$ cat src/rtl/ps2_pos_tracker_funcmod_if.sv
// Packet / preset / position bus between the PS/2 receive path and the tracker.
interface ps2_pos_tracker_funcmod_if #(
  parameter int POS_W = 10
);
  logic             iTrig;
  logic [31:0]      iData;
  logic             iSet;
  logic [POS_W-1:0] iSetX;
  logic [POS_W-1:0] iSetY;
  logic             oTrig;
  logic             oBusy;
  logic [POS_W-1:0] oX;
  logic [POS_W-1:0] oY;
  logic [7:0]       oZ;
  logic [2:0]       oBtn;
  logic [1:0]       oOvf;

  modport master (
    output iTrig, iData, iSet, iSetX, iSetY,
    input  oTrig, oBusy, oX, oY, oZ, oBtn, oOvf
  );

  modport slave (
    input  iTrig, iData, iSet, iSetX, iSetY,
    output oTrig, oBusy, oX, oY, oZ, oBtn, oOvf
  );
endinterface

$ cat src/rtl/ps2_pos_tracker_funcmod.sv
// PS/2 mouse position tracker: accumulates packet deltas into clamped X/Y and a
// saturating wheel counter. IDLE -> ADD -> CLAMP -> DONE, one cycle per state.
module ps2_pos_tracker_funcmod #(
  parameter int POS_W    = 10,
  parameter int X_MAX    = 999,
  parameter int Y_MAX    = 999,
  parameter int SHIFT    = 0,
  parameter int Y_INVERT = 0,
  parameter int WHEEL_EN = 1
) (
  input  logic                       CLOCK,
  input  logic                       RESET,
  ps2_pos_tracker_funcmod_if.slave   bus
);

  // Sum width: position plus a 9-bit delta scaled by SHIFT, with sign headroom.
  localparam int DW = POS_W + SHIFT + 2;
  localparam logic [POS_W-1:0]     XMAX_U = POS_W'(X_MAX);
  localparam logic [POS_W-1:0]     YMAX_U = POS_W'(Y_MAX);
  localparam logic signed [DW-1:0] XMAX_S = DW'(X_MAX);
  localparam logic signed [DW-1:0] YMAX_S = DW'(Y_MAX);

  typedef enum logic [1:0] {IDLE, ADD, CLAMP, DONE} state_t;

  state_t               state, nextState;
  logic                 busy, presetEn, captureEn, addEn, clampEn;
  logic [31:0]          pkt;
  logic signed [DW-1:0] xRaw, yRaw, dX, dY, xExt, yExt, sumX, sumY;
  logic signed [8:0]    zSum;
  logic [7:0]           zSat;
  logic [POS_W-1:0]     xClamp, yClamp, xReg, yReg;
  logic [7:0]           zReg;
  logic [2:0]           btnReg;
  logic [1:0]           ovfReg;
  logic                 trigReg;
  logic                 unusedFlag;

  // Flag bit 3 is the PS/2 always-one marker; it carries no information here.
  assign unusedFlag = pkt[3];

  // State register
  always_ff @(posedge CLOCK) begin
    if (!RESET) state <= IDLE;
    else        state <= nextState;
  end

  // Next-state: a preset in IDLE pre-empts a packet arriving in the same cycle
  always_comb begin
    nextState = state;
    case (state)
      IDLE:    if (!bus.iSet && bus.iTrig) nextState = ADD;
      ADD:     nextState = CLAMP;
      CLAMP:   nextState = DONE;
      DONE:    nextState = IDLE;
      default: nextState = IDLE;
    endcase
  end

  // Output / enable decode; requests outside IDLE are dropped
  always_comb begin
    busy      = (state != IDLE);
    presetEn  = (state == IDLE) && bus.iSet;
    captureEn = (state == IDLE) && !bus.iSet && bus.iTrig;
    addEn     = (state == ADD);
    clampEn   = (state == CLAMP);
  end

  // Scaled, optionally inverted deltas; an overflowed axis contributes nothing
  always_comb begin
    xRaw = {{(DW-9){pkt[4]}}, pkt[4], pkt[15:8]}  <<< SHIFT;
    yRaw = {{(DW-9){pkt[5]}}, pkt[5], pkt[23:16]} <<< SHIFT;
    dX   = pkt[6] ? '0 : xRaw;
    dY   = pkt[7] ? '0 : ((Y_INVERT != 0) ? -yRaw : yRaw);
    xExt = $signed({{(DW-POS_W){1'b0}}, xReg});
    yExt = $signed({{(DW-POS_W){1'b0}}, yReg});
  end

  // Clamp sums into the screen window and saturate the wheel to a signed byte
  always_comb begin
    if (sumX[DW-1])          xClamp = '0;
    else if (sumX > XMAX_S)  xClamp = XMAX_U;
    else                     xClamp = sumX[POS_W-1:0];
    if (sumY[DW-1])          yClamp = '0;
    else if (sumY > YMAX_S)  yClamp = YMAX_U;
    else                     yClamp = sumY[POS_W-1:0];
    case ({zSum[8], zSum[7]})
      2'b01:   zSat = 8'h7F;
      2'b10:   zSat = 8'h80;
      default: zSat = zSum[7:0];
    endcase
  end

  // Datapath: packet capture, full-width sums, and the single output write point
  always_ff @(posedge CLOCK) begin
    if (!RESET) begin
      pkt     <= '0;
      sumX    <= '0;
      sumY    <= '0;
      zSum    <= '0;
      xReg    <= '0;
      yReg    <= '0;
      zReg    <= '0;
      btnReg  <= '0;
      ovfReg  <= '0;
      trigReg <= 1'b0;
    end else begin
      trigReg <= (state == DONE);
      if (presetEn) begin
        xReg <= (bus.iSetX > XMAX_U) ? XMAX_U : bus.iSetX;
        yReg <= (bus.iSetY > YMAX_U) ? YMAX_U : bus.iSetY;
        zReg <= '0;
      end
      if (captureEn) pkt <= bus.iData;
      if (addEn) begin
        sumX <= xExt + dX;
        sumY <= yExt + dY;
        zSum <= {zReg[7], zReg} + {pkt[31], pkt[31:24]};
      end
      if (clampEn) begin
        xReg   <= xClamp;
        yReg   <= yClamp;
        zReg   <= (WHEEL_EN != 0) ? zSat : 8'h00;
        btnReg <= pkt[2:0];
        ovfReg <= pkt[7:6];
      end
    end
  end

  assign bus.oTrig = trigReg;
  assign bus.oBusy = busy;
  assign bus.oX    = xReg;
  assign bus.oY    = yReg;
  assign bus.oZ    = zReg;
  assign bus.oBtn  = btnReg;
  assign bus.oOvf  = ovfReg;

endmodule

$ cat src/flat_wrapper.sv
// flat-port wrapper written by rule: the top's interface ports become plain ports
module ps2_pos_tracker_funcmod_flat 
#(
  parameter int POS_W    = 10,
  parameter int X_MAX    = 999,
  parameter int Y_MAX    = 999,
  parameter int SHIFT    = 0,
  parameter int Y_INVERT = 0,
  parameter int WHEEL_EN = 1
)
  (CLOCK, RESET, bus_iTrig, bus_iData, bus_iSet, bus_iSetX, bus_iSetY, bus_oTrig, bus_oBusy, bus_oX, bus_oY, bus_oZ, bus_oBtn, bus_oOvf);
  ps2_pos_tracker_funcmod_if #(.POS_W(POS_W)) bus_i ();
  input  logic CLOCK;
  input  logic RESET;
  input wire logic [$bits(bus_i.iTrig)-1:0] bus_iTrig;
  input wire logic [$bits(bus_i.iData)-1:0] bus_iData;
  input wire logic [$bits(bus_i.iSet)-1:0] bus_iSet;
  input wire logic [$bits(bus_i.iSetX)-1:0] bus_iSetX;
  input wire logic [$bits(bus_i.iSetY)-1:0] bus_iSetY;
  output wire logic [$bits(bus_i.oTrig)-1:0] bus_oTrig;
  output wire logic [$bits(bus_i.oBusy)-1:0] bus_oBusy;
  output wire logic [$bits(bus_i.oX)-1:0] bus_oX;
  output wire logic [$bits(bus_i.oY)-1:0] bus_oY;
  output wire logic [$bits(bus_i.oZ)-1:0] bus_oZ;
  output wire logic [$bits(bus_i.oBtn)-1:0] bus_oBtn;
  output wire logic [$bits(bus_i.oOvf)-1:0] bus_oOvf;
  assign bus_i.iTrig = bus_iTrig;
  assign bus_i.iData = bus_iData;
  assign bus_i.iSet = bus_iSet;
  assign bus_i.iSetX = bus_iSetX;
  assign bus_i.iSetY = bus_iSetY;
  assign bus_oTrig = bus_i.oTrig;
  assign bus_oBusy = bus_i.oBusy;
  assign bus_oX = bus_i.oX;
  assign bus_oY = bus_i.oY;
  assign bus_oZ = bus_i.oZ;
  assign bus_oBtn = bus_i.oBtn;
  assign bus_oOvf = bus_i.oOvf;
  ps2_pos_tracker_funcmod #(.POS_W(POS_W), .X_MAX(X_MAX), .Y_MAX(Y_MAX), .SHIFT(SHIFT), .Y_INVERT(Y_INVERT), .WHEEL_EN(WHEEL_EN)) u_core (.CLOCK(CLOCK), .RESET(RESET), .bus(bus_i));
endmodule
$ cat config.mk
export PLATFORM = sky130hd
export DESIGN_NAME = ps2_pos_tracker_funcmod_flat
export DESIGN_NICKNAME = d
export VERILOG_FILES = /design/src/rtl/ps2_pos_tracker_funcmod_if.sv /design/src/rtl/ps2_pos_tracker_funcmod.sv /design/src/flat_wrapper.sv
export SDC_FILE = /design/constraint.sdc
export NUM_CORES = 1
export LEC_CHECK = 0
export CORE_MARGIN = 2
export CORE_UTILIZATION = 45
export CTS_CLUSTER_SIZE = 30
export DETAILED_ROUTE_END_ITERATION = 8
export PLACE_DENSITY_LB_ADDON = 0.25
export SYNTH_ARGS = -nofsm -noshare
export SYNTH_HDL_FRONTEND = slang
export SYNTH_SLANG_ARGS = --single-unit
$ cat constraint.sdc
create_clock -name CLOCK -period 2.5 [get_ports CLOCK]
set_input_delay 0.5 -clock CLOCK [delete_from_list [all_inputs] [get_ports CLOCK]]
set_output_delay 0.5 -clock CLOCK [all_outputs]
set_load 0.05 [all_outputs]
==> impl_summary.txt, run 1 <==
----------------------------------------------------
[Critical path]
  Sort of element at the end of the critical path ... register
  Critical Path Source Type ... register
  Worst EP required ... 2.74 ns
  CP max FO ... 8
  Count of buffering cells on the critical path with inverters included ... 1
  Setup CP Type ... register to register
  Ordered cell list for the critical path ... buf_4 -> nor2b_1 -> ha_1 -> a211oi_2 -> o21bai_1 -> a21oi_2 -> nor3_1 -> or3b_1
  Cell family with the largest share of critical-path delay ... compound AO/OA/AOI/OAI gates
  CP peak stage delay ... 0.34 ns
  Worst-path cell with the longest stage delay ... dfxtp_1
  Data arrival time at the worst-slack endpoint ... roughly 2.5 ns

[Timing]
  TNS Setup ... 0 ns
  Achievable frequency ... 434 MHz
  Remaining max-slew budget at the tightest pin ... 64.3%
  Final setup violation count ... 0
  Final slew viol count ... 0
  Measured slew at the worst slew-check pin ... 0.535 ns
  Post-route clock skew ... between 0.005 and 0.006 ns
  Period utilization ... slightly above 90%
  Final hold violation count ... 0
  RSZ-0062 raised after global routing ... no
  Post-route minimum period ... approximately 2.3 ns

[Layout]
  Final cell area excluding filler cells ... slightly below 0.007 mm²
  Footprint of the flip-flops and latches ... between 0.002 and 0.0025 mm²
  Most common cell after layout, fill and taps aside ... dfxtp_1
  Number of fill cells in the layout ... 1084
  Count of nets after finishing ... 833
  Area occupied by multi-input gates ... between 0.003 and 0.004 mm²
  Fraction of layout instances using a drive strength above 1 ... ~7.4%
  Area delta synth->final ... 24.9%
  Highest-count cells in the layout ignoring fill and taps ... dfxtp_1, clkdlybuf4s50_1, nand2_1
  Total inserted antenna cells ... 0

[Global route]
  Total overflow reported by the global router ... 0
  Largest net degree at the start of global routing ... between 50 and 60
  Initial antenna violation count ... 0
  Vias in the first global route ... 4933
  Wire length of the first global-routing pass ... 24000 µm
  Global-route total usage across every layer ... between 20% and 30%

[Floorplan]
  Die area ... approximately 0.013 mm²
  Area of the core region ... 0.0120 mm²
  Initial core utilization ... roughly 46%
  Die span in y ... around 110 µm
  Die X-Extent ... between 100 and 150 µm
  Number of placement rows ... 40
  I/O pins ... 91

[Clock network]
  Worst skew pair latency ... ~0.35 ns
  Clock slew at reported path FFs ... ~0.07 ns
  Clock Tree Buf Depth ... 2
  Number of buffers added by the clock tree synthesis step ... 9
  Number of levels in the clock H-tree ... 3
  TritonCTS clock tree ... done
  Post-cts hold buffer count ... 0
  Number of buffers inserted to repair setup after CTS ... 0
  Clk root buf ... clkbuf_16
  Total of cells resized after clock tree synthesis ... 0
  Clock sink count ... 100

[Place]
  Count of input and output buffers ... 89
  Final Wtd Congestion ... 0.899
  Post-placement cell area ... 0.00655 mm²
  Half-perimeter wire length after placement ... ~10000 µm

[Power]
  Peak VDD IR ... approximately 0.0005 V
  Leakage Power ... 2.67 nW
  Power after layout ... about 0.0071 W
  Areal power density over the cells ... 1030 mW/mm²

[Flow run]
  Number of violations of the max-capacitance limit ... 0

[Synthesis]
  Post-synth net total ... about 760
  Synth warnings ... 0
  Share of flip-flops with an asynchronous set or reset ... 0%
  Number of flops mapped to enable cells by yosys ... 0
  Synthesized area per cell ... between 8 and 9 µm²
  Sequential share of the synthesized area ... roughly 36%
  Post-synth cell types ... 68
  Instance count of the mapped netlist ... 660
  Mapped Area ... roughly 0.0055 mm²
  Flip-flop cell with the highest count after synthesis ... dfxtp_1
  FF+latch count, synth ... 100

[Route]
  # DRC ... 0
  Total wire length ... around 14000 µm
  Number of vias per cell ... approximately 5.7
  DR WL/cell ... about 16 µm
  Pre-Repair DR Iteration Count ... 5
  Iteration-0 DRC count of the detailed router ... 322
  Antenna-violating nets left ... 0
  Total via count in the routed design ... around 5000

[Outcome]
  Run status ... complete, no violations

[Worst hold path]
  Min-Delay Path Class ... register to register

----------------------------------------------------
[flip-flops by register name (all words and copies together) (netlist names), 2 cells and up]
signal           count
u_core.state         2
u_core.bus.oOvf      2
u_core.pkt          31
u_core.bus.oBtn      3
u_core.sumY         12
u_core.sumX         12
u_core.bus.oX       10
u_core.zSum          9
u_core.bus.oZ        8
u_core.bus.oY       10
[worst paths after layout]
check / start / end / slack (ns) / cells after the start
min: u_core.pkt[14] / u_core.pkt[14] / 0.45 / 2
max: u_core.pkt[6] / u_core.sumX[7] / 0.20 / 8
min reg2reg: u_core.pkt[14] / u_core.pkt[14] / 0.45 / 2
max reg2reg: u_core.pkt[6] / u_core.sumX[7] / 0.20 / 8
[through the flow]
stage               hold WS [ns]  util, %  std cells  setup slack, ns
global route               0.480     57.5        889           0.0497
finish                     0.454     57.5        889            0.196
detailed placement         0.446     54.8        873            0.256
floorplan                  0.432        -        660            0.273
CTS                        0.456     57.5        889            0.234
global placement           0.439     54.8        873            0.284
[cells by family after synthesis]
kind of cell             count (synthesis)  synth area share [%]
AND/OR/NAND/NOR                        230                  20.5
AO/OA/AOI/OAI                          211                  24.8
flip-flops                             100                  36.4
buffers and inverters                   56                  4.73
adder cells (fa/ha/maj)                 40                  9.51
multiplexers                            16                  2.96
XOR/XNOR                                 7                  1.11
[metal layers]
layer / global-route usage (%) / routed length [µm] / up-vias
met5: 0 / 0 / -
met4: 9.19 / 306 / 0
met3: 5.40 / 889 / 22
met2: 36.6 / 6740 / 151
met1: 29.9 / 6550 / 2397
li1: - / - / 2536
[synth_stat cells (4+ instances only)]
cell type | n | area share [%]
dfxtp_1 | 100 | 36
nand2_1 | 87 | 5.9
a21oi_1 | 70 | 6.4
nor2_1 | 44 | 3.0
ha_1 | 37 | 8.4
o21ai_0 | 27 | 2.5
nor2b_1 | 25 | 2.8
clkbuf_1 | 22 | 1.5
o21bai_1 | 22 | 3.0
o21ai_1 | 20 | 1.8
nor3_1 | 16 | 1.5
a211oi_1 | 15 | 2.0
mux2i_1 | 14 | 2.5
buf_2 | 12 | 1.1
and3_1 | 10 | 1.1
nand3_1 | 9 | 0.82
or3_1 | 9 | 1.0
inv_1 | 8 | 0.55
nand4_1 | 8 | 0.91
o211ai_1 | 8 | 1.1
o221ai_1 | 6 | 0.96
a31oi_1 | 5 | 0.57
xnor2_1 | 5 | 0.80
a21o_1 | 4 | 0.55
a221oi_1 | 4 | 0.64
buf_6 | 4 | 0.82
o21a_1 | 4 | 0.55
[power by group]
part,switching [W],internal [W],total (W)
registers,0.000317,0.00197,0.00228
clock network,0.000625,0.000864,0.00149
logic,0.00209,0.00122,0.00331
[cell type report]
type	count	share of cell area [%]
multi-input cells	504	47.2
well taps	147	2.68
clock inverters	4	0.801
clock buffers	12	3.88
flip-flops and latches	100	29.1
repair buffers	108	15.5
inverters	14	0.783
[worst min-delay path, stage by stage, from the launching register on]
cell	delay (ns)
dfxtp_1	0.31
nand2_1	0.05
a21oi_1	0.05
No activity file was read; power rests on OpenSTA's default activity.
==> run 2, diff against run 1 <==
RECOVER_POWER = 100   (was default)
==> run 2 against run 1 <==
Net effect: via count grew 0.39%; non-clock buffer count unchanged; total power down 1.7%.
==> impl_summary.txt, run 2 (synthesized netlist as in run 1, its figures left out) <==
----------------------------------------------------
[Flow run]
  Number of violations of the max-capacitance limit ... 0

[Timing]
  Post-route minimum period ... between 2 and 2.5 ns
  Post-route worst hold slack ... ~0.45 ns
  Remaining max-slew budget at the tightest pin ... about 56%
  Measured slew at the worst slew-check pin ... ~0.66 ns
  Final hold violation count ... 0
  RSZ-0062 raised after global routing ... no
  Final slew viol count ... 0
  Final setup violation count ... 0
  TNS Setup ... 0 ns
  Period utilization ... about 90%
  Achievable frequency ... roughly 430 MHz
  Post-route clock skew ... 0.00574 ns

[Clock network]
  Number of buffers added by the clock tree synthesis step ... 9
  Clock sink count ... 100
  Worst skew pair latency ... 0.35 ns
  Number of buffers inserted to repair setup after CTS ... 0
  Clk root buf ... clkbuf_16
  TritonCTS clock tree ... done
  Number of levels in the clock H-tree ... 3
  Clock slew at reported path FFs ... ~0.070 ns
  Total of cells resized after clock tree synthesis ... 0
  Clock Tree Buf Depth ... 2
  Post-cts hold buffer count ... 0

[Critical path]
  Sort of element at the end of the critical path ... register
  Setup crit end ... u_core.sumX[7]
  Worst EP required ... between 2 and 3 ns
  Launch point of the worst reg-to-reg path ... u_core.pkt[6]
  Critical Path Source Type ... register
  Worst r2r path cells ... 8
  CP max FO ... 8
  Setup slack, reg-to-reg ... around 0.19 ns
  Data arrival time at the worst-slack endpoint ... about 2.5 ns
  Worst setup startpoint ... u_core.pkt[6]
  Capture point of the worst reg-to-reg path ... u_core.sumX[7]
  Setup CP Type ... register to register

[Global route]
  Largest net degree at the start of global routing ... around 50
  Total overflow reported by the global router ... 0
  Global-route total usage across every layer ... a little under a quarter
  Wire length of the first global-routing pass ... 24000 µm
  Initial antenna violation count ... 1
  Vias in the first global route ... 4933

[Layout]
  Most common cell after layout, fill and taps aside ... dfxtp_1
  Register with the highest flop count ... u_core.pkt
  Count of nets after finishing ... 833
  Fraction of layout instances using a drive strength above 1 ... under 10%
  Largest registers ... u_core.pkt (31), u_core.sumX (12), u_core.sumY (12)
  Max reg flops ... 31
  Area occupied by multi-input gates ... 0.00324 mm²
  Total inserted antenna cells ... 0
  Area delta synth->final ... 24.2%
  Footprint of the flip-flops and latches ... around 0.0020 mm²
  Highest-count cells in the layout ignoring fill and taps ... dfxtp_1, nand2_1, a21oi_1
  Number of fill cells in the layout ... ~1100

[Floorplan]
  Area of the core region ... between 0.01 and 0.015 mm²
  Die X-Extent ... around 110 µm
  Die span in y ... between 100 and 150 µm
  Number of placement rows ... 40
  Initial core utilization ... approximately 46%
  Die area ... ~0.013 mm²
  I/O pins ... 91

[Route]
  Number of vias per cell ... ~5.8
  DR WL/cell ... 16.3 µm
  Antenna-violating nets left ... 0
  Pre-Repair DR Iteration Count ... 5
  Total via count in the routed design ... between 5000 and 6000
  Iteration-0 DRC count of the detailed router ... 318
  Total wire length ... 14500 µm
  # DRC ... 0

[Place]
  Count of input and output buffers ... 89
  Final Wtd Congestion ... around 0.9
  Half-perimeter wire length after placement ... between 10000 and 15000 µm

[Outcome]
  Run status ... complete, no violations

[Worst hold path]
  Min-Delay Path Class ... register to register
  Hold Path Origin ... u_core.pkt[14]

[Power]
  Areal power density over the cells ... 1020 mW/mm²
  Peak VDD IR ... 0.000482 V
  Leakage Power ... between 2 and 3 nW

----------------------------------------------------
-- run 2: through the flow --
stage	power (W)	cell area [µm²]	setup WS (ns)	std cells	util [%]
after CTS	0.00711	6870	0.234	889	57.5
after global routing	0.00739	6830	0.0300	889	57.1
after floorplan	0.00459	5500	0.273	660	-
after global placement	0.00553	6550	0.284	873	54.8
final	0.00696	6830	0.190	889	57.1
after detailed placement	0.00561	6550	0.256	873	54.8
-- run 2: how the worst min path moves through the flow --
stage,end,slack [ns],cells past startpoint
after CTS,u_core.pkt[14],0.46,2
after global placement,u_core.pkt[8],0.44,2
after floorplan,u_core.pkt[5],0.43,2
after global routing,u_core.pkt[14],0.48,2
final,u_core.pkt[14],0.45,2
after detailed placement,u_core.pkt[22],0.45,2
-- run 2: routing by layer --
metal	global-route usage, %	vias to the layer above	part of all wire [%]	wire, µm
li1	-	2534	-	-
met1	29.9	2416	45	6510
met2	36.6	146	47	6750
met3	5.40	28	6.1	886
met4	9.19	2	2.0	296
met5	0	-	0.076	11
-- run 2: layout make-up --
| cell class | count | share of cell area, % |
|---|---|---|
| tap | 147 | 2.69 |
| timing repair buffer | 108 | 15.2 |
| inverter | 14 | 0.787 |
| clock inverter | 4 | 0.806 |
| clock buffer | 12 | 3.90 |
| sequential | 100 | 29.3 |
| multi-input combinational | 504 | 47.3 |
-- run 2: critical path, stage by stage, from the launching register on --
cell      delay (ns)
dfxtp_1         0.34
buf_4           0.17
nor2b_1         0.20
ha_1            0.31
a211oi_2        0.25
o21bai_1        0.15
a21oi_2         0.33
nor3_1          0.10
or3b_1          0.35
-- run 2: power by group --
group / internal, W / switching (W)
Sequential: 0.00197 / 0.000311
Combinational: 0.00112 / 0.00207
Clock: 0.000864 / 0.000629
Total: 0.00394 / 0.00301
==> run 3, diff against run 2 <==
ABC_CLOCK_PERIOD_IN_PS = 2500   (was default)
==> results of run 3 <==
Final layout, timing and power as in run 2 (identical DEF).
==> edit 1 (flow settings as in run 2) <==
The 4 states of `state_t` get a Gray code encoding in 2 bits.
--- a/src/rtl/ps2_pos_tracker_funcmod.sv
+++ b/src/rtl/ps2_pos_tracker_funcmod.sv
@@ -20,7 +20,7 @@
   localparam logic signed [DW-1:0] XMAX_S = DW'(X_MAX);
   localparam logic signed [DW-1:0] YMAX_S = DW'(Y_MAX);
 
-  typedef enum logic [1:0] {IDLE, ADD, CLAMP, DONE} state_t;
+  typedef enum logic [1:0] {IDLE = 2'b00, ADD = 2'b01, CLAMP = 2'b11, DONE = 2'b10} state_t;
 
   state_t               state, nextState;
   logic                 busy, presetEn, captureEn, addEn, clampEn;
Check against the original RTL: no difference found for any inputs over 10 cycles, from zero or initial values and one cycle with RESET low; not proved beyond that.
==> edit 1 against run 2 <==
Final area shrank 0.84%. Critical endpoint is now u_core.sumX[10]. Via count shrank 0.78%. Wire length up 0.50%. Sequential cell count did not move. Critical path type unchanged. Synthesized area fell by 0.25%. Critical path depth is the same. Setup slack got worse by 52 ps.
Power is not compared: it rests on default switching activity, and its combinational part moved more than twofold at a synthesized area within 25%.
==> edit 1: results (changes against run 2) <==
* Outcome: finished, final reports clean
* Non-clock inverters at 10 (-4)
* Sequential area share after synthesis at 0.365 (+0.000913)
* Pre-Repair DR Iteration Count at 5 (unchanged)
* Worst Skew at 8.30 ps (+2.56 ps)
* Primary FF master, synth: dfxtp_1
* Layout cells sized above 1 at 0.0455 (-0.0192)
* Clock share of power at 0.368
* Slew @ Worst Pin at 626 ps (-38.6 ps)
* Sw Ratio at 0.282
* Signal buffers share of area at 0.148 (-0.00425)
* Nets at 834 (+0.12%)
* Syn nets at 760 (+0.53%)
* DRT iter0 DRCs at 320 (+0.63%)
* First-pass GRT wire length at 23600 microns (-1.9%)
* Max incr delay on CP at 450 ps (+100 ps)
* Placed inst area at 6490 sq um (-0.88%)
* Fill cell count at 1109 (+1.7%)
* Multi-input gate count at 517 (+2.6%)
* All-layer global routing usage at 0.225 (-0.00443)
* Synth cell types at 53 (-22%)
* Post-Synthesis Cells at 669 (+1.4%)
* Fmax at 423 MHz (-2.2%)
* Multi-input logic area at 3260 sq um (+0.70%)
* Synth top cells by count: nand2_1, dfxtp_1, a21boi_0, o21ai_0, ha_1
* Post-DP HPWL at 10500 microns (about the same)
* R2r endpoint: u_core.sumX[10]
* GP Congestion at 0.909 (+1.1%)
* Worst hold start: u_core.pkt[8]
* Non-clk bufs at 105 (-2.8%)
* Drt wl/cell at 16.2 microns (-0.18%)
* Clock-cell share of area at 0.0436 (-0.00348)
* Hold endpoint: u_core.pkt[8]
* Pre-CTS WS at 159 ps (-97.0 ps)
* CP max FO at 6 (-2)
* Slowest cell on crit path: fa_1
* R2r setup slk at 140 ps (-50 ps)
* Number of global-route vias before repair at 4802 (-2.7%)
* Die area at 13100 sq um (-0.24%)
* Initial antenna violation count at 0 (-1)
* Routed WL at 14500 microns (+0.50%)
* Hold Slack at 459 ps (+5.46 ps)
* Largest net degree at the start of global routing at 91 (+78%)
[edit 1: changes by cell type after synthesis, moves of 8 or more]
cell      change
a211oi_1      -8
a21boi_0     +51
a21oi_1      -42
and2_1        +8
buf_2         -9
clkbuf_1      +9
nand2_1      +39
nand3_1      +12
nor2_1       -17
nor3_1       -11
o21ai_0      +22
o21ai_1      -20
o21bai_1      -9
[edit 1: logic make-up after synthesis]
group / after synthesis / synth area share
compound gates: 201 / 0.245
flops: 100 / 0.365
buf+inv: 52 / 0.0424
mux: 15 / 0.0274
xor+xnor: 8 / 0.0128
fa+ha+maj: 35 / 0.0839
simple gates: 258 / 0.223
[edit 1: routing by layer]
| layer | global-route usage | wire length [microns] | up-vias |
|---|---|---|---|
| li1 | - | - | 2522 |
| met1 | 0.319 | 6960 | 2392 |
| met2 | 0.351 | 6570 | 154 |
| met3 | 0.0307 | 769 | 18 |
| met4 | 0.0789 | 221 | 0 |
| met5 | 0 | 0 | - |
==> edit 2 (settings of run 2) <==
Without the edit above. `POS_W` is set to 10 in 3 places; all go to 14.
--- a/src/rtl/ps2_pos_tracker_funcmod_if.sv
+++ b/src/rtl/ps2_pos_tracker_funcmod_if.sv
@@ -1,6 +1,6 @@
 // Packet / preset / position bus between the PS/2 receive path and the tracker.
 interface ps2_pos_tracker_funcmod_if #(
-  parameter int POS_W = 10
+  parameter int POS_W = 14
 );
   logic             iTrig;
   logic [31:0]      iData;
--- a/src/rtl/ps2_pos_tracker_funcmod.sv
+++ b/src/rtl/ps2_pos_tracker_funcmod.sv
@@ -1,7 +1,7 @@
 // PS/2 mouse position tracker: accumulates packet deltas into clamped X/Y and a
 // saturating wheel counter. IDLE -> ADD -> CLAMP -> DONE, one cycle per state.
 module ps2_pos_tracker_funcmod #(
-  parameter int POS_W    = 10,
+  parameter int POS_W    = 14,
   parameter int X_MAX    = 999,
   parameter int Y_MAX    = 999,
   parameter int SHIFT    = 0,
--- a/src/flat_wrapper.sv
+++ b/src/flat_wrapper.sv
@@ -1,7 +1,7 @@
 // flat-port wrapper written by rule: the top's interface ports become plain ports
 module ps2_pos_tracker_funcmod_flat 
 #(
-  parameter int POS_W    = 10,
+  parameter int POS_W    = 14,
   parameter int X_MAX    = 999,
   parameter int Y_MAX    = 999,
   parameter int SHIFT    = 0,
Interface: changed (resized bus_iSetX, bus_iSetY, bus_oX and bus_oY); port bits go from 91 to 107. No check against the original RTL was run, so the function may have changed too.
==> edit 2 against run 2 <==
Sequential cell count up 16. Worst hold slack better by 4.0 ps. Sequential power up 12%. Largest power group unchanged. Die area up 19%. Combinational power up 9.1%. Setup slack worse by 75 ps. Clock skew up 1.4 ps. Synthesized area up 20%. Final area up 24%. Synthesized cell count up 18%. Power up 23%. Wire length up 25%. First-iteration DRC count up 34%. Largest cell class unchanged.
==> edit 2: results (changes against run 2) <==
* Post-DP HPWL at 13100 microns (+25%)
* Hold Path Class: reg -> reg
* Postcts setup bufs at 0 (unchanged)
* Max Root-Sink Buffers at 2 (unchanged)
* Synth cell types at 64 (-5.9%)
* Worst Skew at 7.11 ps (+1.37 ps)
* Sequential area share after synthesis at 0.352 (-0.0117)
* Initial antenna violation count at 0 (-1)
* Placed inst area at 7920 sq um (+21%)
* Drt wl/cell at 16.8 microns (+3.2%)
* Root Buffer: clkbuf_16
* N_diodes at 0 (unchanged)
* GP Congestion at 0.894 (-0.53%)
* CP max FO at 7 (-1)
* Leakage Power at 3.51 nW (+28%)
* Skew-Pair Late Insertion Delay at 430 ps (+80 ps)
* DRT iter0 DRCs at 427 (+34%)
* Routed wl met2 at 8220 microns (+22%)
* CTS H-tree lvls at 4 (+1)
* All-layer global routing usage at 0.229 (-0.000436)
* CTS buffer count at 17 (+8)
* PortBufs at 105 (+18%)
* First-pass GRT wire length at 28800 microns (+20%)
* M1 wire length at 8420 microns (+29%)
* Final setup fails at 0 (unchanged)
* Syn nets at 890 (+18%)
* Slowest cell on crit path: a211oi_1
* Layout cells sized above 1 at 0.0771 (+0.0124)
* Largest registers: u_core.pkt (31), u_core.sumX (16), u_core.sumY (16)
* Number of global-route vias before repair at 5847 (+19%)
* Final non-filler cell total at 1079 (+21%)
* Warnings, synthesis at 0 (unchanged)
* Relative slew margins at 0.158 (-0.399)
* Largest net degree at the start of global routing at 36 (-29%)
* Max incr delay on CP at 370 ps (+20 ps)
* Max VDD drop at 578 uV (+20%)
* Clk slew on worst S/H paths at 50 ps (-20 ps)
* Nets at 996 (+20%)
* Synth area leaders: dfxtp_1, ha_1, a21boi_0
* Pre-Repair DR Iteration Count at 5 (unchanged)
* Critical Path AT at 2690 ps (+150 ps)
* Asr flop ratio synth at 0 (unchanged)
* Post-Synthesis Cells at 778 (+18%)
* WL met3 at 1190 microns (+35%)
* Highest metal used: met4
* Synth top cells by count: dfxtp_1, nand2_1, a21boi_0, ha_1, o21ai_0
* Outcome: finished, final reports clean
* Vias per cell at 5.61 (-2.7%)
* Crit-path leading delay family: compound AO/OA/AOI/OAI gates
edit 2: power breakdown:
part / switching (mW) / internal, mW
registers: 0.318 / 2.23
clock network: 0.866 / 1.68
logic: 2.23 / 1.25
edit 2: worst min-delay path, stage by stage, from the launching register on:
cell      delay (ps)
dfxtp_1          300
nand2_1           40
a21boi_0          60
edit 2: cell type report:
cell class                 instances  area, sq um
timing repair buffer             134         1240
clock inverter                     8          124
fill                            1309         5930
tap                              184          230
sequential                       116         2320
multi-input combinational        592         4000
clock buffer                      22          494
inverter                          23         86.3
edit 2: logic make-up after synthesis:
logic type / share of synthesized area
simple gates: 0.220
compound gates: 0.243
flops: 0.352
buf+inv: 0.0421
fa+ha+maj: 0.0945
mux: 0.0273
xor+xnor: 0.0213
edit 2: what timing repair did:
action	CTS	global route
cloned	0	0
gates resized for setup	1	6
pin swaps	0	2
hold buffers	0	0
setup endpoints to repair	1	12
edit 2: metal layers:
layer	GRT usage	vias to the layer above
met5	0	-
met4	0.0784	0
met3	0.0659	23
met2	0.361	170
met1	0.302	2836
li1	-	3023
edit 2: path summary, 6_finish.rpt:
check | from | to | slack [ps] | depth (start not counted)
max reg2reg | u_core.pkt[7] | u_core.sumY[11] | 120 | 9
min | u_core.pkt[15] | u_core.pkt[15] | 460 | 2
min reg2reg | u_core.pkt[15] | u_core.pkt[15] | 460 | 2
max | u_core.pkt[7] | u_core.sumY[11] | 120 | 9
edit 2: stage by stage:
step                power (mW)  setup slack, ps
detailed placement        6.13             23.4
finish                    8.58              115
floorplan                 4.92             75.0
CTS                       8.70             3.75
global route              9.05             6.97
global placement          6.05             86.4
